File: src/rtl/nibble_serial_adder.sv
// Multi-cycle W-bit adder: one 4-bit add-with-carry per clock, LS nibble first.
// Result and carry-out land in dedicated output registers with a one-cycle done pulse.
//
// state | meaning
// IDLE  | waiting for start; operands captured on the accepting edge
// RUN   | one nibble added per edge, carry chained through carry_q
// DONE  | S/Co freshly updated, done high for exactly one cycle
`timescale 1ns/1ps
module nibble_serial_adder #(
  parameter int NIBBLES = 4
) (
  input  logic                   clk,
  input  logic                   rst,
  input  logic                   start,
  input  logic [4*NIBBLES-1:0]   A,
  input  logic [4*NIBBLES-1:0]   B,
  input  logic                   Ci,
  output logic                   busy,
  output logic                   done,
  output logic [4*NIBBLES-1:0]   S,
  output logic                   Co
);
  localparam int W  = 4 * NIBBLES;
  localparam int CW = (NIBBLES > 1) ? $clog2(NIBBLES) : 1;

  typedef enum logic [1:0] {IDLE, RUN, DONE} state_t;

  state_t          state_q, state_d;
  logic [W-1:0]    a_sh_q, a_sh_d;
  logic [W-1:0]    b_sh_q, b_sh_d;
  logic [W-1:0]    s_sh_q, s_sh_d;
  logic [W-1:0]    s_q, s_d;
  logic            carry_q, carry_d;
  logic            co_q, co_d;
  logic [CW-1:0]   cnt_q, cnt_d;

  logic [4:0]      t;
  logic [W-1:0]    s_shift;
  logic            last;

  assign t    = {1'b0, a_sh_q[3:0]} + {1'b0, b_sh_q[3:0]} + {4'b0000, carry_q};
  assign last = (cnt_q == CW'(NIBBLES - 1));

  // A single-nibble sum has no upper part to shift down.
  if (NIBBLES == 1) begin : g_one
    assign s_shift = t[3:0];
  end else begin : g_multi
    assign s_shift = {t[3:0], s_sh_q[W-1:4]};
  end

  always_comb begin
    state_d = state_q;
    a_sh_d  = a_sh_q;
    b_sh_d  = b_sh_q;
    s_sh_d  = s_sh_q;
    s_d     = s_q;
    carry_d = carry_q;
    co_d    = co_q;
    cnt_d   = cnt_q;
    case (state_q)
      IDLE: begin
        if (start) begin
          a_sh_d  = A;
          b_sh_d  = B;
          carry_d = Ci;
          cnt_d   = '0;
          state_d = RUN;
        end
      end
      RUN: begin
        s_sh_d  = s_shift;
        carry_d = t[4];
        a_sh_d  = a_sh_q >> 4;
        b_sh_d  = b_sh_q >> 4;
        cnt_d   = cnt_q + CW'(1);
        if (last) begin
          s_d     = s_shift;
          co_d    = t[4];
          state_d = DONE;
        end
      end
      DONE:    state_d = IDLE;
      default: state_d = IDLE;
    endcase
  end

  always_ff @(posedge clk) begin
    if (rst) begin
      state_q <= IDLE;
      a_sh_q  <= '0;
      b_sh_q  <= '0;
      s_sh_q  <= '0;
      s_q     <= '0;
      carry_q <= 1'b0;
      co_q    <= 1'b0;
      cnt_q   <= '0;
    end else begin
      state_q <= state_d;
      a_sh_q  <= a_sh_d;
      b_sh_q  <= b_sh_d;
      s_sh_q  <= s_sh_d;
      s_q     <= s_d;
      carry_q <= carry_d;
      co_q    <= co_d;
      cnt_q   <= cnt_d;
    end
  end

  assign busy = (state_q == RUN);
  assign done = (state_q == DONE);
  assign S    = s_q;
  assign Co   = co_q;
endmodule

File: config.mk
export PLATFORM = sky130hd
export DESIGN_NAME = nibble_serial_adder
export DESIGN_NICKNAME = d
export VERILOG_FILES = /design/src/rtl/nibble_serial_adder.sv
export SDC_FILE = /design/constraint.sdc
export NUM_CORES = 1
export LEC_CHECK = 0
export CAP_MARGIN = 20
export CORE_AREA = 3 3 81 83
export DETAILED_ROUTE_END_ITERATION = 6
export DIE_AREA = 0 0 84 86
export GPL_ROUTABILITY_DRIVEN = 0
export PLACE_DENSITY_LB_ADDON = 0.15
export SYNTH_ARGS = -nofsm -noshare
export SYNTH_HDL_FRONTEND = slang
export SYNTH_SLANG_ARGS = --single-unit
File: constraint.sdc
create_clock -name clk -period 1.65 [get_ports clk]
set_input_delay 0.33 -clock clk [delete_from_list [all_inputs] [get_ports clk]]
set_output_delay 0.33 -clock clk [all_outputs]
set_load 0.02 [all_outputs]
==> impl_metrics.json, run 1 <==
{
  "outcome": "finished, final reports clean",
  "coreArea_sq_um": 5921,
  "nFillCells": 550,
  "cts_root_buffer": "clkbuf_8",
  "initial_core_util_pct": 46.05,
  "dieArea_sq_um": 7224,
  "synth_top_area_cell": "dfxtp_1",
  "slew_headroom_pct": 76.49,
  "hold_path.class": "input port to register",
  "worst_slack_ns": 0.04271,
  "crit_chain": "fa_2, inv_2, fa_2, nor2b_1, o21a_1, o31ai_2, a21oi_1",
  "final_area_sq_um": 3596,
  "area_growth_pct": 31.90,
  "finalCriticalPeriod_ns": 1.607,
  "critPathLaunchType": "register",
  "ios": 55,
  "crit_buf_inv": 1,
  "seq_area_frac_synth_pct": 48.46,
  "yosysWarnings": 0,
  "vias": 2364,
  "tritoncts": "yes",
  "grt_pass1_vias": 2213,
  "async_flop_share_pct": 0,
  "dieHeight_um": 86,
  "dp_hpwl_um": 4097,
  "wl_per_cell_um": 12.66,
  "synth-seq-cells": 66,
  "synth-main-ff-cell": "dfxtp_1",
  "hold_viol_final": 0,
  "cp_slowest_cell": "fa_2",
  "io_buffer_count": 54,
  "drv_slew": 0,
  "synthCells": 329,
  "rsz0062_at_grt": "yes",
  "htreeDepth": 3,
  "synth_area_leaders": "dfxtp_1 (48%), nand2_1 (13%), a311oi_1 (7.7%), nor2_1 (5.2%), a21oi_1 (5.1%)",
  "synth_commonest_cells": "nand2_1 (97), dfxtp_1 (66), nor2_1 (38), a21oi_1 (28), a311oi_1 (24)",
  "multi_input_area_sq_um": 1257,
  "synth_fp_nets": 371,
  "grt_pass1_wl_um": 10070,
  "antenna_cells": 0,
  "drc": 0,
  "worstSetupPathType": "register to register",
  "cp-end-kind": "register",
  "place_area_sq_um": 3372,
  "max_freq_ghz": 0.6222,
  "grt_use_total_pct": 17.30,
  "cts_max_path_buffers": 2,
  "seq_area_sq_um": 1323,
  "cp.arrival_ns": 1.83,
  "hold_slack_ns": 0.3572,
  "fin_nets": 428,
  "first_iter_violations": 58,
  "rows": 28,
  "viasPerCell": 5.073,
  "critical-path-top-delay-family": "adder cells",
  "grt_start_max_net_pins": 39,
  "required_ns": 1.87,
  "path_common_cell": "fa_2",
  "insertion_delay_ns": 0.34,
  "cts_setup_buffers": 0,
  "cpPeakStageDelay_ns": 0.39,
  "die_x_um": 84,
  "dp_slack_ns": -0.02757,
  "yosysMostFrequentCell": "nand2_1",
  "syn_area_sq_um": 2726,
  "maxCapViolCount": 0,
  "overflow": 0,
  "vdd_drop_max_v": 0.0006554,
  "worstMarginPinSlew_ns": 0.3527,
  "postSynthAreaPerCell_sq_um": 8.287,
  "cts_hold_buf": 0,
  "drt_pre_antenna_iters": 4,
  "cp_max_fo": 2,
  "synth_cell_types": 33,
  "final_core_util_pct": 60.74,
  "postRouteAntennaNets": 0,
  "dp.cells": 450,
  "drt_wl_total_um": 5901,
  "clock_skew_ns": 0.006520,
  "timing.final.crit_share_pct": 97.41,
  "power_density_nw_per_um2": 983.7,
  "synth_edf_count": 0,
  "drive_gt1_share_pct": 11.25,
  "leakage_nw": 1.424,
  "clkTransAtPathRegs_ns": 0.07,
  "antenna_found_initial": 0,
  "numCtsBuffers": 9,
  "fin_setup_tns_ns": 0,
  "power_mw": 3.537,
  "synth_top_area_share_pct": 48.46,
  "numClockSinks": 66,
  "finalSetupViolCount": 0,
  "final_cells": 466
}
-- routing by layer --
layer  GRT usage (%)  vias to the layer above  wire [um]  share of wire [%]
met4           8.918                        0        111                1.9
met5               0                        -          0                  0
met3           3.939                        7        271                4.6
li1                -                     1231          -                  -
met1           20.52                     1074       2786                 47
met2           29.36                       52       2731                 46
-- kinds of logic after synthesis --
family          Yosys count  share of synthesized area, %
mux                       1                        0.3672
simple gates            155                         23.77
flops                    66                         48.46
xor+xnor                  1                        0.3213
compound gates           70                         17.99
fa+ha+maj                 6                         3.304
buf+inv                  30                         5.782
-- power by group --
group	internal [mW]	leakage, nW	switching (mW)
Combinational	0.219	0.778	0.219
Clock	0.772	0.105	0.601
Sequential	1.68	0.540	0.0506
-- placed cells by master, fill, tap and decap left out, types with 2 or more instances in the layout --
master / count
inv_1: 3
buf_12: 2
nor2b_1: 6
nand4b_1: 2
a2bb2oi_1: 2
dlygate4sd2_1: 2
ha_1: 4
nor2_1: 38
a22oi_1: 7
dlymetal6s2s_1: 3
nand3b_1: 2
nor3_1: 3
fa_2: 2
a21oi_1: 28
a211oi_1: 3
dfxtp_1: 65
nand2_1: 97
o21a_1: 2
clkdlybuf4s50_1: 48
or4_1: 2
clkinv_2: 3
a311oi_1: 24
nand3_1: 2
clkbuf_8: 11
buf_4: 14
-- cell type report --
type | count | share of cell area [%]
Clock buffer | 11 | 4.210
Clock inverter | 5 | 1.461
Inverter | 5 | 0.5915
Multi-Input combinational cell | 233 | 34.97
Sequential cell | 66 | 36.78
Tap cell | 75 | 2.610
Timing Repair Buffer | 71 | 19.38
-- state kept, by name, indices dropped and copies added, names as in the netlist --
register,flops
Co,1
carry_q,1
s_sh_q,12
S,16
b_sh_q,16
cnt_q,2
a_sh_q,16
state_q,2
-- worst register-to-register path: stages, from the launching register on --
cell and delay [ns]:
dfxtp_2 0.34, fa_2 0.39, inv_2 0.06, fa_2 0.19, nor2b_1 0.05, o21a_1 0.19
o31ai_2 0.18, a21oi_1 0.10
-- timing repair --
| item | in CTS | in global routing |
|---|---|---|
| resized for setup | 4 | 7 |
| gates cloned | 0 | 0 |
| pin swaps | 1 | 2 |
| endpoints found under the setup margin | 3 | 8 |
-- worst paths after layout --
check,start,end,slack (ns),cells past startpoint
max,a_sh_q[0],carry_q,0.04,7
min,rst,s_sh_q[6],0.36,2
max reg2reg,a_sh_q[0],carry_q,0.04,7
min reg2reg,s_sh_q[5],S[1],0.45,2
(Power assumes the default switching activity.)
==> run 2: changes to the inputs <==
--- a/config.mk
+++ b/config.mk
@@ -6,9 +6,9 @@
 export NUM_CORES = 1
 export LEC_CHECK = 0
 export CAP_MARGIN = 20
-export CORE_AREA = 3 3 81 83
+export CORE_AREA = 2 2 80 82
 export DETAILED_ROUTE_END_ITERATION = 6
-export DIE_AREA = 0 0 84 86
+export DIE_AREA = 0 0 82 84
 export GPL_ROUTABILITY_DRIVEN = 0
 export PLACE_DENSITY_LB_ADDON = 0.15
 export SYNTH_ARGS = -nofsm -noshare
==> run 2 against run 1 <==
Net effect:
- register-to-register slack better by 0.02 ns
- power is 2.1% lower
- count of clock-buffer cells in the layout increased by 1
- global-route usage rose by 0.96 points
- critical path type is now register to output pin
- largest cell class unchanged
- largest power group unchanged
==> impl_metrics.json, run 2 (synthesized netlist as in run 1, its figures left out) <==
{
  "rows": 29,
  "wl_per_cell_um": 12.34,
  "required_ns": 1.32,
  "hold_slack_ns": 0.3779,
  "final_core_util_pct": 58.85,
  "die_x_um": 82,
  "power_mw": 3.465,
  "cts_max_path_buffers": 2,
  "place_area_sq_um": 3374,
  "tritoncts": "yes",
  "leakage_nw": 1.462,
  "rsz0062_at_grt": "yes",
  "r2r_end": "carry_q",
  "first_iter_violations": 80,
  "clock_skew_ns": 0.004985,
  "max_freq_ghz": 0.6250,
  "area_growth_pct": 31.57,
  "antenna_found_initial": 0,
  "crit_buf_inv": 1,
  "viasPerCell": 5.011,
  "hold_viol_final": 0,
  "maxCapViolCount": 0,
  "cp_slowest_cell": "clkdlybuf4s50_1",
  "drt_wl_total_um": 5762,
  "reg2reg_from": "a_sh_q[0]",
  "outcome": "finished, final reports clean",
  "critical-path-top-delay-family": "buffers and inverters",
  "hold_path.class": "input port to register",
  "timing.final.crit_share_pct": 96.97,
  "initial_core_util_pct": 44.72,
  "grt_use_total_pct": 18.26,
  "whs_endpoint": "S[12]",
  "fin_nets": 428,
  "antenna_cells": 0,
  "finalCriticalPeriod_ns": 1.600,
  "final_area_sq_um": 3587,
  "layout_common_cells": "nand2_1 (97), dfxtp_1 (65), clkdlybuf4s50_1 (45)",
  "insertion_delay_ns": 0.33,
  "mostFrequentLayoutCell": "nand2_1",
  "critPathLaunchType": "register",
  "dp.cells": 452,
  "cp.arrival_ns": 1.27,
  "cpPeakStageDelay_ns": 0.61,
  "reg2reg_setup_slack_ns": 0.06,
  "drive_gt1_share_pct": 10.77,
  "dieArea_sq_um": 6888,
  "dp_hpwl_um": 3939,
  "worstMarginPinSlew_ns": 0.3500,
  "dp_slack_ns": -0.03503,
  "vdd_drop_max_v": 0.0006421,
  "clkTransAtPathRegs_ns": 0.06,
  "cp.depth": 1,
  "cp_max_fo": 2,
  "power_density_nw_per_um2": 965.9,
  "numClockSinks": 66,
  "crit_chain": "clkdlybuf4s50_1",
  "drv_slew": 0,
  "cp-end-kind": "output pin",
  "worst_slack_ns": 0.04992,
  "finalSetupViolCount": 0,
  "vias": 2340,
  "cts_root_buffer": "clkbuf_8",
  "dieHeight_um": 84,
  "final_cells": 467,
  "hold_depth": 2,
  "drc": 0,
  "slew_headroom_pct": 76.67,
  "drt_pre_antenna_iters": 4,
  "worstSetupPathType": "register to output pin",
  "htreeDepth": 3,
  "grt_pass1_vias": 2137,
  "fin_setup_tns_ns": 0,
  "numCtsBuffers": 9,
  "ios": 55,
  "grt_pass1_wl_um": 9577,
  "overflow": 0,
  "min_from": "rst",
  "grt_start_max_net_pins": 35,
  "postRouteAntennaNets": 0,
  "io_buffer_count": 54,
  "r2r_cells": 7,
  "coreArea_sq_um": 6096
}
-- run 2: changes by cell type in the layout (fill, tap and decap cells not counted), sizes merged --
cell and change:
dlygate4sd2 +1, clkbuf +1, clkinvlp -1, clkdlybuf4s50 -3, clkinv -1, dlymetal6s2s +2
-- run 2: where the power goes --
| group | internal [mW] | switching [mW] | total, mW |
|---|---|---|---|
| clock network | 0.727 | 0.564 | 1.29 |
| registers | 1.68 | 0.0492 | 1.73 |
| logic | 0.223 | 0.225 | 0.448 |
| total | 2.63 | 0.838 | 3.46 |
-- run 2: per-layer routing --
layer / GRT usage (%) / part of all wire [%] / up-vias
li1: - / - / 1231
met1: 23.12 / 48 / 1052
met2: 28.31 / 46 / 48
met3: 4.437 / 4.5 / 9
met4: 9.545 / 1.9 / 0
met5: 0 / 0 / -
-- run 2: how the worst max path moves through the flow --
stage,from,endpoint,slack [ns]
after floorplan,a_sh_q[0],carry_q,0.06
after global placement,b_sh_q[0],s_sh_q[14],0.05
after detailed placement,start,b_sh_q[5],-0.04
after CTS,S[15],S[15],0.005
after global routing,a_sh_q[0],carry_q,-0.09
final,S[8],S[8],0.05
-- run 2: area by class of cell --
cell class              instances  area [sq um]
fillers                       592          2509
flip-flops and latches         66          1323
multi-input cells             233          1265
repair buffers                 71         696.9
clock buffers                  12         145.1
well taps                      77         96.34
clock inverters                 3         40.04
inverters                       5         21.27
-- run 2: repair_timing --
| item | in CTS | in global routing |
|---|---|---|
| setup buffers | 0 | 0 |
| hold buffers | 0 | 0 |
| setup endpoints to repair | 5 | 9 |
| resized for setup | 6 | 8 |
| pin swaps | 0 | 1 |
